$ cat src/rtl/adder_pkg.sv
// Shared definitions for the sequential chunked adder: FSM state encoding,
// default slice width and the counter-width helper.
package adder_pkg;

    typedef logic [1:0] state_t;

    localparam state_t ST_IDLE = 2'd0;
    localparam state_t ST_RUN  = 2'd1;
    localparam state_t ST_DONE = 2'd2;

    localparam int CHUNK_DEFAULT = 4;

    // A counter must stay at least one bit wide even when only one chunk exists.
    function automatic int cnt_bits(input int n);
        return (n > 1) ? $clog2(n) : 1;
    endfunction

endpackage

$ cat src/rtl/full_adder.sv
// One-bit full adder cell, the building block of the ripple-carry slice.
module full_adder (
    input  logic a,
    input  logic b,
    input  logic cin,
    output logic s,
    output logic cout
);

    assign s    = a ^ b ^ cin;
    assign cout = (a & b) | (cin & (a ^ b));

endmodule

$ cat src/rtl/rca_n.sv
// N-bit combinational ripple-carry slice built from full_adder cells; also
// exposes the carry into the top bit so the caller can derive signed overflow.
module rca_n #(
    parameter int N = 4
) (
    input  logic [N-1:0] A,
    input  logic [N-1:0] B,
    input  logic         Cin,
    output logic [N-1:0] S,
    output logic         Cout,
    output logic         Cmsb
);

    logic [N:0] c;

    assign c[0] = Cin;

    for (genvar i = 0; i < N; i++) begin : g_bit
        full_adder u_fa (
            .a    (A[i]),
            .b    (B[i]),
            .cin  (c[i]),
            .s    (S[i]),
            .cout (c[i+1])
        );
    end

    assign Cout = c[N];
    assign Cmsb = c[N-1];

endmodule

$ cat src/rtl/seq_chunk_adder.sv
// Multi-cycle add/subtract unit: WIDTH-bit operands summed CHUNK bits per clock
// through one ripple-carry slice, behind a start/busy/done handshake.
module seq_chunk_adder
    import adder_pkg::*;
#(
    parameter int WIDTH = 16,
    parameter int CHUNK = CHUNK_DEFAULT
) (
    input  logic             clk,
    input  logic             rst_n,
    input  logic             start,
    input  logic [WIDTH-1:0] A,
    input  logic [WIDTH-1:0] B,
    input  logic             Cin,
    input  logic             sub,
    output logic             busy,
    output logic             done,
    output logic [WIDTH-1:0] S,
    output logic             Cout,
    output logic             Ovf
);

    localparam int NCHUNK = WIDTH / CHUNK;
    localparam int CW     = cnt_bits(NCHUNK);

    if ((CHUNK < 1) || (CHUNK > WIDTH) || ((WIDTH % CHUNK) != 0)) begin : g_bad_params
        $error("seq_chunk_adder: WIDTH must be a multiple of CHUNK and 1 <= CHUNK <= WIDTH");
    end

    state_t           state;
    logic [CW-1:0]    cnt;
    logic [WIDTH-1:0] a_q;
    logic [WIDTH-1:0] b_q;
    logic             carry_q;
    logic [WIDTH-1:0] acc;

    logic [CHUNK-1:0] slice_a;
    logic [CHUNK-1:0] slice_b;
    logic [CHUNK-1:0] slice_s;
    logic             slice_cout;
    logic             slice_cmsb;
    logic [WIDTH-1:0] acc_next;
    logic             last_chunk;
    int               lo;

    // NOTE: every always_comb output gets a default first, so no path leaves
    // a signal unassigned and no latch is inferred.
    always_comb begin
        lo       = int'(cnt) * CHUNK;
        slice_a  = a_q[lo +: CHUNK];
        slice_b  = b_q[lo +: CHUNK];
        acc_next = acc;
        acc_next[lo +: CHUNK] = slice_s;
    end

    assign last_chunk = (cnt == CW'(NCHUNK - 1));

    rca_n #(.N(CHUNK)) u_slice (
        .A    (slice_a),
        .B    (slice_b),
        .Cin  (carry_q),
        .S    (slice_s),
        .Cout (slice_cout),
        .Cmsb (slice_cmsb)
    );

    // NOTE: sequential state uses non-blocking assignments only, so every
    // register samples pre-edge values regardless of statement order.
    // NOTE: the datapath registers are reset along with the FSM so an
    // aborted operation leaves no stale operands or partial sum behind.
    always_ff @(posedge clk or negedge rst_n) begin
        if (!rst_n) begin
            state   <= ST_IDLE;
            cnt     <= '0;
            a_q     <= '0;
            b_q     <= '0;
            carry_q <= 1'b0;
            acc     <= '0;
            S       <= '0;
            Cout    <= 1'b0;
            Ovf     <= 1'b0;
        end else begin
            case (state)
                ST_IDLE, ST_DONE: begin
                    if (start) begin
                        state   <= ST_RUN;
                        cnt     <= '0;
                        a_q     <= A;
                        // Subtract is A + ~B + ~Cin, so the inversion is folded in at accept.
                        b_q     <= B ^ {WIDTH{sub}};
                        carry_q <= Cin ^ sub;
                    end else begin
                        state <= ST_IDLE;
                    end
                end
                ST_RUN: begin
                    acc     <= acc_next;
                    carry_q <= slice_cout;
                    if (last_chunk) begin
                        state <= ST_DONE;
                        cnt   <= '0;
                        S     <= acc_next;
                        Cout  <= slice_cout;
                        Ovf   <= slice_cmsb ^ slice_cout;
                    end else begin
                        cnt <= cnt + CW'(1);
                    end
                end
                default: state <= ST_IDLE;
            endcase
        end
    end

    assign busy = (state == ST_RUN);
    assign done = (state == ST_DONE);

endmodule

$ cat config.mk
export PLATFORM = sky130hd
export DESIGN_NAME = seq_chunk_adder
export DESIGN_NICKNAME = d
export VERILOG_FILES = /design/src/rtl/adder_pkg.sv /design/src/rtl/full_adder.sv /design/src/rtl/rca_n.sv /design/src/rtl/seq_chunk_adder.sv
export SDC_FILE = /design/constraint.sdc
export NUM_CORES = 1
export LEC_CHECK = 0
export ABC_AREA = 1
export CAP_MARGIN = 20
export CORE_MARGIN = 1
export CORE_UTILIZATION = 50
export CTS_CLUSTER_DIAMETER = 40
export DETAILED_ROUTE_END_ITERATION = 7
export PLACE_DENSITY = 0.84
export SETUP_SLACK_MARGIN = 0.15
export SYNTH_ARGS = -nofsm -noshare
export SYNTH_HDL_FRONTEND = slang
export SYNTH_SLANG_ARGS = --single-unit
export TNS_END_PERCENT = 1
$ cat constraint.sdc
create_clock -name clk -period 4.65 [get_ports clk]
set_input_delay 0.93 -clock clk [delete_from_list [all_inputs] [get_ports clk]]
set_output_delay 0.93 -clock clk [all_outputs]
set_load 0.05 [all_outputs]
==> results of run 1 <==
-- synth_stat cells (5+ instances only) --
master / n
buf_2: 9
dfrtp_1: 71
inv_1: 22
xnor2_1: 16
nand2_1: 227
ha_1: 6
o22ai_1: 5
nand3_1: 21
buf_6: 5
nor2_1: 18
o21ai_0: 25
-- worst paths after layout --
| check | start | end | cells past startpoint |
|---|---|---|---|
| min in group asynchronous | rst_n | S[2] | 1 |
| max | cnt[1] | acc[7] | 16 |
| max reg2reg | cnt[1] | acc[7] | 16 |
| min | S[10] | S[10] | 2 |
| max in group asynchronous | rst_n | b_q[11] | 2 |
| min reg2reg | S[10] | S[10] | 2 |
-- worst max-delay path, stage by stage, from the launching register on --
cell	delay, ns
dfrtp_1	0.56
clkinv_1	0.38
nand3_1	0.19
nand2_1	0.08
fa_1	0.38
inv_1	0.08
fa_1	0.16
inv_1	0.05
fa_1	0.41
inv_1	0.09
fa_1	0.45
inv_1	0.07
nor2_1	0.05
nand3_1	0.07
nand2_1	0.07
nand2_1	0.06
nand2_1	0.05
-- through the flow --
step           power (W)  setup slack (ns)  std cells  hold WS, ns  cell area (um^2)
6_report         0.00316              1.34        598        0.478              4330
5_1_grt          0.00343              1.03        598        0.503              4330
4_1_cts          0.00317              1.35        598        0.484              4330
3_5_place_dp     0.00265              1.35        582        0.465              4120
3_3_place_gp     0.00259              1.52        582        0.456              4120
2_1_floorplan    0.00222              1.74        446        0.444              3560
-- flip-flops by register name (all words and copies together) (netlist names) --
| name | cells |
|---|---|
| S | 16 |
| a_q | 16 |
| acc | 16 |
| b_q | 16 |
| cnt | 2 |
| state | 2 |
| Cout | 1 |
| Ovf | 1 |
| carry_q | 1 |
-- kinds of logic (layout without fill, tap and decap cells) --
family | after synthesis | count (layout) | share of synthesized area (%)
xor+xnor | 18 | 18 | 4.42
buf+inv | 45 | 101 | 6.74
compound gates | 33 | 33 | 4.95
flops | 71 | 71 | 49.9
simple gates | 269 | 269 | 29.7
fa+ha+maj | 10 | 10 | 4.35
-- per-layer routing --
metal,up-vias,track usage [%],share of wire (%)
met1,1393,28.8,45
met5,-,0,0
met3,12,3.81,4.2
li1,1471,-,-
met2,82,39.3,50
met4,0,9.39,1.6
-- area by class of cell --
class	count	area [um^2]
inverter	27	109
sequential	71	1780
fill	612	2500
multi-input combinational	330	1550
timing repair buffer	58	571
clock inverter	3	40.0
clock buffer	13	169
tap	96	120
-- where the power goes --
part | internal, W | switching, W
Clock | 0.000290 | 0.000224
Combinational | 0.000538 | 0.00109
Sequential | 0.000865 | 0.000161
==> run metrics, run 1 <==
total grt overflow 0; synth unique cells 22; number of synthesized flops with an enable pin 0; Final Setup Violations 0; Syn Std Cell Area about 0.0036 mm^2; most frequent cells in the layout nand2_1, dfrtp_1, clkdlybuf4s50_1; Maximum Capacitance Violations 0; synth warn 0; DR WL/cell approximately 13 um; Final #Nets 544; Finished Core Util 63.4%; Peak Freq a little over 0.3 GHz; worst vdd rail ir drop between 0.3 and 0.4 mV; layout cell share with drive strength beyond 1 around 5.0%; DR DRC count 0; CTS Hold Buffers Added 0; post-route antenna net violation count 0; vias in the first global route 2942; via count 2958; RSZ-0062 raised after global routing no; crit path launch type register; CTS tree yes; core area 0.00683 mm^2; critical path arrival 3.55 ns; clk_lat worst skew 0.35 ns; Setup TNS Final 0 ns; relative slew slack between 40% and 50%; synth top area cells dfrtp_1, nand2_1, xnor2_1; DR iter-0 viols 180; Max Root-Sink Buffers 2; Total Routing Usage GR between 20% and 30%; Reg2Reg Setup Slack 1.34 ns; total wire length approximately 7500 um; area growth from synthesis to layout 21.6%; Via density ~4.9; clock skew approximately 0.0076 ns; cts bufs inserted 9; Synth top area share 49.9%; Clock Root Buffer clkbuf_8; Setup CP Type reg -> reg; status finished clean; Avg Inst Size Synth ~8 um^2; post-CTS sizing 0; Final HPWL DP 5250 um; initial antenna violation count 0; largest net degree at the start of global routing 52; Std-Cell Rows 30; I/O pin count 57; n_diodes 0; most common cell after layout, fill and taps aside nand2_1; critical path endpoint category register; HP Class reg -> reg; worst slew pin tran around 0.9 ns; Final Max Tran Viols 0; register area share after synthesis approximately half; Post-CTS Repair Setup Buffers 0; Synthesized Nets 493; chip width ~86 um; Cell Pwr Density roughly 730 mW/mm^2; die height 86.4 um; Synth async-reset ratio between 90% and 100%; clock-pin transition on the worst setup and hold timing paths approximately 0.070 ns; Min Clock Period, post-route 3.31 ns; number of port buffers 56; Gate Count Post-Synth 446; RePlAce Congestion between 0.8 and 0.9; #FFs+latches synth 71; number of detailed-route iterations in the first pass 5; commonest register cell after synthesis dfrtp_1; first-pass GRT wire length about 13000 um; Req. time, crit path around 5 ns; Final period util 71.1%; Static Leakage 2.24 nW; CP Max Fanout 12; Yosys top cell by area dfrtp_1; CTS H-Tree Depth 3; CTS sink cnt between 70 and 80; full die area roughly 0.0075 mm^2; Hold Vio Cnt, Final 0; Initial Util approximately 52%
No activity file was read; power rests on OpenSTA's default activity.
==> inputs of run 2 (changes only) <==
- clock period: 4.65 -> 3.2 ns (I/O delays scaled with it)
==> run 2 against run 1 <==
Net effect: combinational power rose by 64%; sequential share of layout area fell by 1.6 points; total power rose by 59%; final cell count rose by 2.2%; register-to-register slack got worse by 1.1 ns; die area did not move; sequential power rose by 45%; clock power rose by 76%; flip-flop and latch count did not move; non-clock buffer count rose by 12; largest power group unchanged.
==> run metrics, run 2 (synthesized netlist as in run 1, its figures left out) <==
Final #Nets 557 (+2.4%); largest net degree at the start of global routing 38 (-27%); relative slew slack 44.4% (+4.0 points); I/O pin count 57 (unchanged); met2 usage 40.1% (+0.79 points); non-filler cells, final 611 (+2.2%); Initial Util 52.2% (unchanged); full die area 0.00747 mm^2 (unchanged); number of detailed-route iterations in the first pass 4 (-1); placed cells 590 (+1.4%); CTS Hold Buffers Added 0 (unchanged); GRT busiest layer met2; initial antenna violation count 0 (unchanged); DR iter-0 viols 206 (+14%); Final HPWL DP 5490 um (+4.7%); Cell Pwr Density 1120 mW/mm^2 (+53%); worst vdd rail ir drop 0.518 mV (+43%); Setup CP Type reg -> reg; area growth from synthesis to layout 26.8%; Setup TNS Final 0 ns (unchanged); chip width 86.4 um (unchanged); cts bufs inserted 9 (unchanged); Clock Root Buffer clkbuf_8; critical path endpoint category register; total wire length 8020 um (+6.6%); status finished clean; RSZ-0062 raised after global routing no; first-pass GRT wire length 13300 um (+1.3%); Maximum Capacitance Violations 0 (unchanged); Finished Core Util 66.1% (+2.7 points); post-route antenna net violation count 0 (unchanged); n_diodes 0 (unchanged); HP Class in -> async; met3 usage 6.19% (+2.4 points); Min Clock Period, post-route 2.98 ns (-0.328 ns); clk_lat worst skew 0.36 ns (about the same); Peak Freq 0.336 GHz (+11%); DR DRC count 0 (unchanged); CP Max Fanout 6 (-6); Total Routing Usage GR 23.3% (+0.46 points); GR Util met1 28.3% (-0.50 points); Std-Cell Rows 30 (unchanged); Req. time, crit path 3.50 ns (-1.39 ns); crit path launch type register; Final Max Tran Viols 0 (unchanged); core area 0.00683 mm^2 (unchanged); vias in the first global route 2970 (+0.95%); Final Setup Violations 0 (unchanged); DR WL/cell 13.1 um (+4.3%); die height 86.4 um (unchanged); CTS H-Tree Depth 3 (unchanged); number of port buffers 56 (unchanged); Via density 4.89 (-1.2%); CTS tree yes; most frequent cells in the layout nand2_1, dfrtp_1, clkdlybuf4s50_1; RePlAce Congestion 0.946 (+5.9%); most common cell after layout, fill and taps aside nand2_1; layout cell share with drive strength beyond 1 10.1% (+5.1 points); Max Root-Sink Buffers 2 (unchanged); via count 2987 (+0.98%); critical path arrival 3.28 ns (-0.27 ns); clock-pin transition on the worst setup and hold timing paths 0.08 ns (about the same); Static Leakage 2.32 nW (+3.4%); worst slew pin tran 0.834 ns (-0.0578 ns); Hold Vio Cnt, Final 0 (unchanged); clock skew 0.0124 ns (+0.00482 ns); Final period util 93.1% (+22 points); CTS sink cnt 71 (unchanged); total grt overflow 0 (unchanged)
-- run 2: cell count changes in the layout (fill, tap and decap cells not counted), moves of 2 or more --
cell        delta
buf_4          +8
buf_6          +2
bufinv_16      +2
clkinvlp_4     +2
dfrtp_1        -2
dfrtp_2        +2
fa_1           -3
fa_2           +3
inv_1          -4
inv_2          +4
-- run 2: what timing repair did --
| item | in CTS | in global routing |
|---|---|---|
| setup endpoints to repair | 0 | 8 |
| endpoints found under the hold margin | 0 | 0 |
| gates resized for setup | 0 | 17 |
| buffers inserted | 0 | 3 |
-- run 2: cell type report --
type                            instances  area (um^2)
Fill cell                             602         2310
Clock buffer                           11          151
Timing Repair Buffer                   70          678
Multi-Input combinational cell        330         1570
Tap cell                               96          120
Clock inverter                          5          104
Sequential cell                        71         1780
Inverter                               27          113
Timing Repair inverter                  1         7.51
-- run 2: through the flow --
step / cell area [um^2] / worst slack (ns) / power (W) / hold WS (ns)
2_1_floorplan: 3560 / 0.294 / 0.00323 / 0.344
3_3_place_gp: 4200 / 0.363 / 0.00382 / 0.456
3_5_place_dp: 4200 / 0.211 / 0.00394 / 0.461
4_1_cts: 4450 / 0.206 / 0.00486 / 0.402
5_1_grt: 4520 / 0.105 / 0.00540 / 0.434
6_report: 4520 / 0.221 / 0.00504 / 0.377
-- run 2: power by group --
| part | total, W | switching [W] | internal [W] |
|---|---|---|---|
| clock | 0.000905 | 0.000345 | 0.000560 |
| sequential | 0.00149 | 0.000230 | 0.00126 |
| combinational | 0.00265 | 0.00171 | 0.000939 |
-- run 2: final timing paths --
| kind | from | end | slack [ns] | cells past startpoint |
|---|---|---|---|---|
| setup reg to reg | cnt[0] | S[7] | 0.22 | 14 |
| setup / recovery | cnt[0] | S[7] | 0.22 | 14 |
| max in group asynchronous | rst_n | b_q[0] | 2.15 | 2 |
| hold reg to reg | S[2] | S[2] | 0.48 | 2 |
| hold / removal | rst_n | a_q[15] | 0.38 | 1 |
| min in group clk | S[2] | S[2] | 0.48 | 2 |
-- run 2: layer usage --
metal / share of wire (%) / up-vias / wire length [um]
met2: 51 / 94 / 4070
li1: - / 1497 / -
met3: 5.2 / 13 / 414
met4: 1.6 / 0 / 132
met5: 0 / - / 0
met1: 42 / 1383 / 3390
-- run 2: critical path, cell delays in order, from the launching register on --
cell	delay, ns
dfrtp_2	0.46
buf_6	0.15
o21ai_0	0.32
o22ai_2	0.18
fa_2	0.42
inv_2	0.07
fa_2	0.22
inv_2	0.05
fa_2	0.61
inv_2	0.04
nor2_2	0.12
nand3_1	0.08
nand2_1	0.09
nand2_1	0.06
nand2_1	0.06
